File: src/rtl/host_bus_pkg.sv
// host_bus_pkg: shared types and constants for the host_bus_master 8080-style
// bus engine (state encoding, a0 encoding, phase counter width).
package host_bus_pkg;

   // Phase counter width; every phase length fits in 1..15 cycles.
   localparam int CNT_W = 4;

   // S1D13700 a0 encoding.
   localparam logic A0_CMD = 1'b1;
   localparam logic A0_DAT = 1'b0;

   typedef enum logic [2:0] {
      ST_IDLE   = 3'd0,
      ST_SETUP  = 3'd1,
      ST_STROBE = 3'd2,
      ST_HOLD   = 3'd3,
      ST_RECOV  = 3'd4
   } state_e;

   // Counter load value for a phase of 'cyc' cycles. The timer counts
   // load..0, so a phase of N cycles loads N-1; a length of 0 acts as 1.
   function automatic logic [CNT_W-1:0] phase_load(input int unsigned cyc);
      if (cyc == 0) return '0;
      return CNT_W'(cyc - 1);
   endfunction

endpackage

File: src/rtl/host_bus_timer.sv
// host_bus_timer: loadable down-counter with a terminal-count flag. The engine
// reloads it on every phase entry and advances when tc is seen.
module host_bus_timer
   import host_bus_pkg::*;
(
   input  logic             clk,
   input  logic             rst,
   input  logic             load,
   input  logic [CNT_W-1:0] load_val,
   output logic             tc
);

   logic [CNT_W-1:0] cnt_q, cnt_d;

   // Next count: load wins, otherwise count down and park at zero.
   always_comb begin
      cnt_d = cnt_q;
      if (load)
         cnt_d = load_val;
      else if (cnt_q != '0)
         cnt_d = cnt_q - 1'b1;
   end

   // Counter register.
   always_ff @(posedge clk) begin
      if (rst)
         cnt_q <= '0;
      else
         cnt_q <= cnt_d;
   end

   assign tc = (cnt_q == '0);

endmodule

File: src/rtl/host_bus_master.sv
// host_bus_master: turns single-byte command/data requests into S1D13700-style
// 8080 bus cycles (cs_x, a0, wr_x, rd_x, 8-bit data) with parameterised
// setup / strobe / hold / recovery timing.
// Optional feature macro: HOST_BUS_RD_EN enables read cycles; without it every
// request is a write and the read-side outputs are tied off.
module host_bus_master
   import host_bus_pkg::*;
#(
   parameter int unsigned SETUP_CYC = 1,
   parameter int unsigned PULSE_CYC = 2,
   parameter int unsigned HOLD_CYC  = 1,
   parameter int unsigned RECOV_CYC = 2
)(
   input  logic       clk,
   input  logic       rst,
   input  logic       req_valid,
   output logic       req_ready,
   input  logic       req_a0,
   input  logic       req_rd,
   input  logic [7:0] req_dat,
   output logic       done,
   output logic [7:0] rd_data,
   output logic       rd_valid,
   output logic       cs_x,
   output logic       wr_x,
   output logic       rd_x,
   output logic       a0,
   output logic [7:0] dat_o,
   output logic       dat_oe,
   input  logic [7:0] dat_i
);

   localparam logic [CNT_W-1:0] SETUP_LD = phase_load(SETUP_CYC);
   localparam logic [CNT_W-1:0] PULSE_LD = phase_load(PULSE_CYC);
   localparam logic [CNT_W-1:0] HOLD_LD  = phase_load(HOLD_CYC);
   localparam logic [CNT_W-1:0] RECOV_LD = phase_load(RECOV_CYC);

   state_e           state_q, state_d;
   logic             a0_lat_q, a0_lat_d;
   logic             rd_lat_q, rd_lat_d;
   logic [7:0]       dat_lat_q, dat_lat_d;

   logic             req_ready_q, req_ready_d;
   logic             cs_x_q, cs_x_d;
   logic             wr_x_q, wr_x_d;
   logic             a0_q, a0_d;
   logic [7:0]       dat_o_q, dat_o_d;
   logic             dat_oe_q, dat_oe_d;
   logic             done_q, done_d;

   logic             accept;
   logic             req_rd_eff;
   logic             tmr_load;
   logic [CNT_W-1:0] tmr_val;
   logic             tmr_tc;
   logic             in_bus;
   logic             strobe;
   logic             last_recov;

   // req_ready is a flop, so acceptance depends only on registered state.
   assign accept = req_valid & req_ready_q;

`ifdef HOST_BUS_RD_EN
   assign req_rd_eff = req_rd;
`else
   assign req_rd_eff = 1'b0;
   logic unused_rd_inputs;
   assign unused_rd_inputs = ^{req_rd, dat_i};
`endif

   host_bus_timer u_timer (
      .clk      (clk),
      .rst      (rst),
      .load     (tmr_load),
      .load_val (tmr_val),
      .tc       (tmr_tc)
   );

   // Phase sequencer: each phase reloads the timer with its own length.
   always_comb begin
      state_d   = state_q;
      tmr_load  = 1'b0;
      tmr_val   = '0;
      a0_lat_d  = a0_lat_q;
      rd_lat_d  = rd_lat_q;
      dat_lat_d = dat_lat_q;
      case (state_q)
         ST_IDLE: begin
            if (accept) begin
               state_d   = ST_SETUP;
               tmr_load  = 1'b1;
               tmr_val   = SETUP_LD;
               a0_lat_d  = req_a0;
               rd_lat_d  = req_rd_eff;
               dat_lat_d = req_dat;
            end
         end
         ST_SETUP: begin
            if (tmr_tc) begin
               state_d  = ST_STROBE;
               tmr_load = 1'b1;
               tmr_val  = PULSE_LD;
            end
         end
         ST_STROBE: begin
            if (tmr_tc) begin
               state_d  = ST_HOLD;
               tmr_load = 1'b1;
               tmr_val  = HOLD_LD;
            end
         end
         ST_HOLD: begin
            if (tmr_tc) begin
               state_d  = ST_RECOV;
               tmr_load = 1'b1;
               tmr_val  = RECOV_LD;
            end
         end
         ST_RECOV: begin
            if (tmr_tc)
               state_d = ST_IDLE;
         end
         default: state_d = ST_IDLE;
      endcase
   end

   // Bus outputs decoded from the current phase; registered one cycle later,
   // which is why cs_x falls the cycle after acceptance.
   always_comb begin
      in_bus      = (state_q == ST_SETUP) || (state_q == ST_STROBE) || (state_q == ST_HOLD);
      strobe      = (state_q == ST_STROBE);
      last_recov  = (state_q == ST_RECOV) && tmr_tc;
      req_ready_d = (state_q == ST_IDLE) && !accept;
      cs_x_d      = !in_bus;
      a0_d        = in_bus ? a0_lat_q  : a0_q;
      dat_o_d     = in_bus ? dat_lat_q : dat_o_q;
      dat_oe_d    = in_bus && !rd_lat_q;
      wr_x_d      = !(strobe && !rd_lat_q);
      done_d      = last_recov;
   end

   // Engine state and registered outputs.
   always_ff @(posedge clk) begin
      if (rst) begin
         state_q     <= ST_IDLE;
         a0_lat_q    <= A0_DAT;
         rd_lat_q    <= 1'b0;
         dat_lat_q   <= 8'h00;
         req_ready_q <= 1'b1;
         cs_x_q      <= 1'b1;
         wr_x_q      <= 1'b1;
         a0_q        <= 1'b0;
         dat_o_q     <= 8'h00;
         dat_oe_q    <= 1'b0;
         done_q      <= 1'b0;
      end else begin
         state_q     <= state_d;
         a0_lat_q    <= a0_lat_d;
         rd_lat_q    <= rd_lat_d;
         dat_lat_q   <= dat_lat_d;
         req_ready_q <= req_ready_d;
         cs_x_q      <= cs_x_d;
         wr_x_q      <= wr_x_d;
         a0_q        <= a0_d;
         dat_o_q     <= dat_o_d;
         dat_oe_q    <= dat_oe_d;
         done_q      <= done_d;
      end
   end

`ifdef HOST_BUS_RD_EN
   logic       rd_x_q, rd_x_d;
   logic [7:0] rd_data_q, rd_data_d;
   logic       rd_valid_q, rd_valid_d;

   // Read side: rd_x follows the strobe phase, data sampled on its last cycle.
   always_comb begin
      rd_x_d     = !(strobe && rd_lat_q);
      rd_data_d  = (strobe && tmr_tc && rd_lat_q) ? dat_i : rd_data_q;
      rd_valid_d = last_recov && rd_lat_q;
   end

   // Read-side registers.
   always_ff @(posedge clk) begin
      if (rst) begin
         rd_x_q     <= 1'b1;
         rd_data_q  <= 8'h00;
         rd_valid_q <= 1'b0;
      end else begin
         rd_x_q     <= rd_x_d;
         rd_data_q  <= rd_data_d;
         rd_valid_q <= rd_valid_d;
      end
   end

   assign rd_x     = rd_x_q;
   assign rd_data  = rd_data_q;
   assign rd_valid = rd_valid_q;
`else
   assign rd_x     = 1'b1;
   assign rd_data  = 8'h00;
   assign rd_valid = 1'b0;
`endif

   assign req_ready = req_ready_q;
   assign cs_x      = cs_x_q;
   assign wr_x      = wr_x_q;
   assign a0        = a0_q;
   assign dat_o     = dat_o_q;
   assign dat_oe    = dat_oe_q;
   assign done      = done_q;

endmodule

File: config.mk
export PLATFORM = sky130hd
export DESIGN_NAME = host_bus_master
export DESIGN_NICKNAME = d
export VERILOG_FILES = /design/src/rtl/host_bus_pkg.sv /design/src/rtl/host_bus_timer.sv /design/src/rtl/host_bus_master.sv
export SDC_FILE = /design/constraint.sdc
export NUM_CORES = 1
export LEC_CHECK = 0
export CAP_MARGIN = 0
export CORE_MARGIN = 2
export CORE_UTILIZATION = 35
export DETAILED_ROUTE_END_ITERATION = 6
export PLACE_DENSITY = 0.67
export SETUP_SLACK_MARGIN = 0.02
export SYNTH_ARGS = -nofsm -noshare
export SYNTH_HDL_FRONTEND = slang
export SYNTH_SLANG_ARGS = --single-unit
File: constraint.sdc
create_clock -name clk -period 1.3 [get_ports clk]
set_input_delay 0.26 -clock clk [delete_from_list [all_inputs] [get_ports clk]]
set_output_delay 0.26 -clock clk [all_outputs]
set_load 0.1 [all_outputs]
Word level (Yosys, flattened, before mapping)
Index checks and enable logic that the tools add are counted.
{ "word_totals": {"register_bits": 30, "in_bits": 21, "out_inout_bits": 24, "word_cells": 50} }
{ "op_classes": {"n_addsub": 1, "eq_ne": 9, "n_mux": 13, "bitwise": 1, "reduce_logical": 15} }
{ "ops": {"columns": ["cell", "n"], "rows": [
  ["3-bit 2-to-1 mux", 5],
  ["3-bit case mux with 5 select lines", 1],
  ["2-bit inequality test (second input constant)", 5],
  ["4-bit 2-to-1 mux", 2],
  ["3-bit by 2-bit == test with 1-bit output (second input constant)", 2],
  ["5-bit AND reduction", 1],
  ["4-bit zero test", 1],
  ["1-bit 2-to-1 mux", 4],
  ["4-bit nonzero test", 1],
  ["4-bit by 1-bit subtractor with 4-bit output (second input constant)", 1],
  ["3-bit by 1-bit == test with 1-bit output (second input constant)", 1],
  ["3-bit == test (second input constant)", 1],
  ["1-bit zero test", 3],
  ["3-bit zero test", 1],
  ["3-bit OR reduction", 1],
  ["1-bit logical AND", 2],
  ["1-bit logical OR", 2],
  ["1-bit case mux with 2 select lines", 1],
  ["2-bit AND reduction", 1],
  ["2-bit nonzero test", 1],
  ["2-bit OR reduction", 1],
  ["1-bit AND", 1]
]} }

Logic depth before layout (Yosys ltp)
{ "depth": {"ltp_word": 4, "ltp_mapped": 6, "mapped_depth_nobuf": 5} }

Modules after synthesis
Synthesis repeated with hierarchy kept, for this count alone.
{ "hier_totals": {"cells_unflattened": 128, "hier_area_um2": 1333.8} }
{ "modules_own_cells": {"columns": ["module", "instances", "cells_each", "area_per_inst_um2", "seq_area_each_um2"], "rows": [
  ["host_bus_master", 1, 104, 1104.8, 520.5],
  ["host_bus_timer", 1, 24, 229.0, 80.1]
]} }

Worst setup path after synthesis
No wires, ideal clock.
{ "synth_path": {"kind": "reg2reg", "start": "reg req_ready_q (netlist: req_ready)", "end": "reg a0_lat_q", "setup_ns": 0.072, "t_arrival_ns": 1.659, "required_time_ns": 1.228, "slack_ns": -0.431, "stages_incl_launch_ff": 5, "path_buffers": 2, "synth_period_minus_slack_ns": 1.731, "cell_sequence": "dfxtp_1 > and3_1 > buf_4 > buf_8 > mux2i_1"} }
{ "synth_between": {"elab_chain_cells": 2} }
{ "synth_lines": {"columns": ["element", "line", "rtl"], "rows": [
  ["start: declaration", "host_bus_master.sv:43", "logic req_ready_q, req_ready_d;"],
  ["start signal: assignment", "host_bus_master.sv:161", "req_ready_q <= req_ready_d;"],
  ["1-bit AND", "host_bus_master.sv:61", "assign accept = req_valid & req_ready_q;"],
  ["2-bit AND reduction (no line)", null, null],
  ["end signal: assignment", "host_bus_master.sv:158", "a0_lat_q <= a0_lat_d;"],
  ["end: declaration", "host_bus_master.sv:39", "logic a0_lat_q, a0_lat_d;"]
]} }
Every way passes these cells.
A chain may end at the register's enable or synchronous reset.

Worst setup path after layout
{ "layout_path": {"start": "reg u_timer.cnt_q[0]", "end": "reg state_q[2]"} }
{ "layout_between": {"elab_chain_cells": 3, "elab_cells_between_ends": 6, "classes_between": "4 x eq/ne; 2 x reduce/logical"} }
{ "layout_lines": {"columns": ["element", "line", "rtl"], "rows": [
  ["start: declaration", "host_bus_timer.sv:13", "logic [CNT_W-1:0] cnt_q, cnt_d;"],
  ["start signal: assignment", "host_bus_timer.sv:29", "cnt_q <= cnt_d;"],
  ["4-bit zero test (*)", "host_bus_timer.sv:32", "assign tc = (cnt_q == '0);"],
  ["2-bit inequality test (no line)", null, null],
  ["5-bit AND reduction (no line) (*)", null, null],
  ["end signal: assignment", "host_bus_master.sv:157", "state_q <= state_d;"],
  ["end: declaration", "host_bus_master.sv:38", "state_e state_q, state_d;"]
]} }
Mark *: on every way between the ends. The rest lies on a longest branch, timed or not.

==> impl_metrics.env <==
export IMPL_outcome="complete, no violations"
export IMPL_period_share_pct=98.4
export IMPL_hp_class="flop to flop"
export IMPL_cts_root_buf="clkbuf_8"
export IMPL_nets=181
export IMPL_grt_start_max_net_pins=22
export IMPL_area_growth_syn_to_layout_pct=44.8
export IMPL_hold_buffers=0
export IMPL_final_core_util_pct=52.7
export IMPL_seq_area_frac_synth_pct=45.4
export IMPL_dr_first_iter_drc_count=41
export IMPL_cap_violations=0
export IMPL_drt_vias_per_instance=4.68
export IMPL_rr_endpoint="state_q[2]"
export IMPL_ys_flop_type="dfxtp_1"
export IMPL_r2r_start="u_timer.cnt_q[0]"
export IMPL_synthSimpleGateAreaFrac_pct=19.5
export IMPL_reg2reg_depth=6
export IMPL_postSynthCellCount=126
export IMPL_htreeDepth=2
export IMPL_rows=22
export IMPL_cts_num_sinks=30
export IMPL_place_inst=198
export IMPL_arrival_ns=1.45
export IMPL_hold_depth=2
export IMPL_fp_dieW_um=65.5
export IMPL_synth_xor_area_share_pct=1.99
export IMPL_holdPathEnd="a0_lat_q"
export IMPL_finalCriticalPeriod_ns=1.28
export IMPL_die_h_um=65.5
export IMPL_avgSynthCellArea_um2=10.5
export IMPL_synth_cell_types=34
export IMPL_irDropWorstVdd_mv=0.979
export IMPL_cts_buffers=5
export IMPL_coreArea_mm2=0.00363
export IMPL_n_antenna_cell=0
export IMPL_syn_cell_area_mm2=0.00132
export IMPL_wirelength_um=2650
export IMPL_ant_nets=0
export IMPL_start_util_pct=36.4
export IMPL_synth_async_reset_ratio_pct=0
export IMPL_grt_ovfl_total=0
export IMPL_synth_compound_area_share_pct=11.4
export IMPL_pre_cts_slack_ns=-0.246
export IMPL_grt_pass1_wl_um=4530
export IMPL_drive_above_1_share_pct=39.6
export IMPL_finalHoldViolations=0
export IMPL_critical_path_required_ns=1.47
export IMPL_port_buffers=25
export IMPL_max_freq_mhz=782
export IMPL_fillers=331
export IMPL_synth_top_family_by_area="simple AND/OR/NAND/NOR gates"
export IMPL_critPathCaptureType="flop"
export IMPL_drc=0
export IMPL_synth_fa_ha_area_share_pct=1.89
export IMPL_hp_start="a0_lat_q"
export IMPL_power_mw=4.18
export IMPL_cts_buffer_depth=2
export IMPL_dpl_hpwl_um=1910
export IMPL_r2r_setup_slack_ns=0.02
export IMPL_critPathLaunchType="flop"
export IMPL_p_leak_nw=0.756
export IMPL_drtPass1Iterations=3
export IMPL_grt_pass1_vias=967
export IMPL_die_area_mm2=0.00429
export IMPL_power_density_mw_per_mm2=2180
export IMPL_crit_fanout=6
export IMPL_crit_type="flop to flop"
export IMPL_finalSetupViolations=0
export IMPL_cts_tree="yes"
export IMPL_via_count=969
export IMPL_synth_edff_count=0
export IMPL_grt_usage_pct=14.0
export IMPL_gp_congestion=0.719
export IMPL_finalWorstSetupSlack_ns=0.0205
export IMPL_yosys_warnings=0
export IMPL_final_cell_count_no_fill=207
export IMPL_detail_route_wl_per_cell_um=12.8
export IMPL_slew_viol_final=0
export IMPL_muxShareOfSynthArea_pct=7.66
export IMPL_clk_latency_ns=0.28
export IMPL_clock_skew_ns=0.00426
export IMPL_path_clk_slew_ns=0.06
export IMPL_rsz0062_at_grt="true"
export IMPL_grt_antenna_before_repair=0
export IMPL_ys_seq_elements=30
export IMPL_pin_count=45
export IMPL_whs_ns=0.475
-- worst max-delay path: stages, from the launching register on --
cell	delay (ns)
dfxtp_2	0.32
inv_2	0.07
ha_4	0.13
nor3b_4	0.30
buf_6	0.16
nand3b_1	0.11
a21oi_2	0.06
-- worst max path at each step --
stage | from | end | cells after the start | slack, ns
floorplan | u_timer.cnt_q[0] | u_timer.cnt_q[1] | 5 | 0.04
global placement | rst | wr_x | 2 | -0.22
detailed placement | rst | wr_x | 2 | -0.25
CTS | u_timer.cnt_q[1] | u_timer.cnt_q[0] | 6 | 0.03
global route | u_timer.cnt_q[1] | state_q[2] | 6 | -0.04
finish | u_timer.cnt_q[0] | state_q[2] | 6 | 0.02
-- what timing repair did --
action / in CTS / in global routing
endpoints found under the setup margin: 10 / 19
resized for setup: 7 / 8
pin swaps: 2 / 5
setup buffers: 1 / 0
-- cells in the final DEF, fill, tap and decap left out, types with 2 or more instances in the layout --
cell type        synthesis  layout
buf_12                   0      15
mux2i_1                  9       9
a22o_2                   9       9
clkbuf_8                 0       6
xnor2_1                  3       3
nor4_1                   3       3
buf_4                   11       9
conb_1                   2      10
dfxtp_1                 30      25
dfxtp_2                  0       4
nand2b_1                19      18
nor3_1                   3       3
a21oi_1                  3       2
clkdlybuf4s50_1          0      11
inv_2                    0       2
nand3b_1                 2       2
-- layout make-up --
class / count / area [µm²] / share of cell area, %
multi-input combinational: 82 / 654 / 34.2
sequential: 30 / 609 / 31.8
timing repair buffer: 36 / 489 / 25.5
clock buffer: 7 / 86.3 / 4.51
tap: 48 / 60.1 / 3.14
inverter: 3 / 11.3 / 0.588
clock inverter: 1 / 5.00 / 0.261
-- power breakdown --
part / internal, mW / total, mW / switching (mW)
logic: 0.900 / 2.08 / 1.18
registers: 1.13 / 1.32 / 0.198
clock network: 0.426 / 0.769 / 0.342
-- cells in the mapped netlist, types with 2 or more instances --
library cell,instances,area share [%]
conb_1,2,0.57
nor4_1,3,1.4
nand3b_1,2,1.1
inv_1,3,0.85
dfxtp_1,30,45
a22o_2,9,6.8
buf_4,11,6.2
a21oi_1,3,1.1
nor3_1,3,1.1
nand2b_1,19,9.0
clkbuf_1,3,0.85
a211oi_1,2,1.1
xnor2_1,3,2.0
ha_1,2,1.9
buf_2,2,0.76
nor2_1,2,0.57
buf_6,2,1.7
mux2i_1,9,6.8
-- cell families after synthesis --
family | Yosys count
adder cells (fa/ha/maj) | 2
other | 2
XOR/XNOR | 3
AND/OR/NAND/NOR | 39
buffers and inverters | 22
flip-flops | 30
AO/OA/AOI/OAI | 18
multiplexers | 10
-- sequential cells by signal, summed over array words and instances (netlist names) --
signal	count
a0	1
a0_lat_q	1
cs_x	1
dat_lat_q	8
dat_o	8
dat_oe	1
done	1
req_ready	1
state_q	3
u_timer.cnt_q	4
wr_x	1
-- per-stage QoR --
stage | instance area [µm²] | TNS (ns)
after floorplan | 1360 | 0
after global placement | 1760 | -2.93
after detailed placement | 1760 | -3.75
after CTS | 1880 | 0
after global routing | 1920 | -0.0863
final | 1920 | 0
-- routing by layer --
metal | GRT usage [%] | wire length, µm | vias to the layer above
li1 | - | - | 478
met3 | 4.62 | 129 | 4
met5 | 0 | 0 | -
met1 | 16.6 | 1140 | 460
met4 | 6.25 | 40 | 0
met2 | 23.0 | 1340 | 27
No activity file was read; power rests on OpenSTA's default activity.
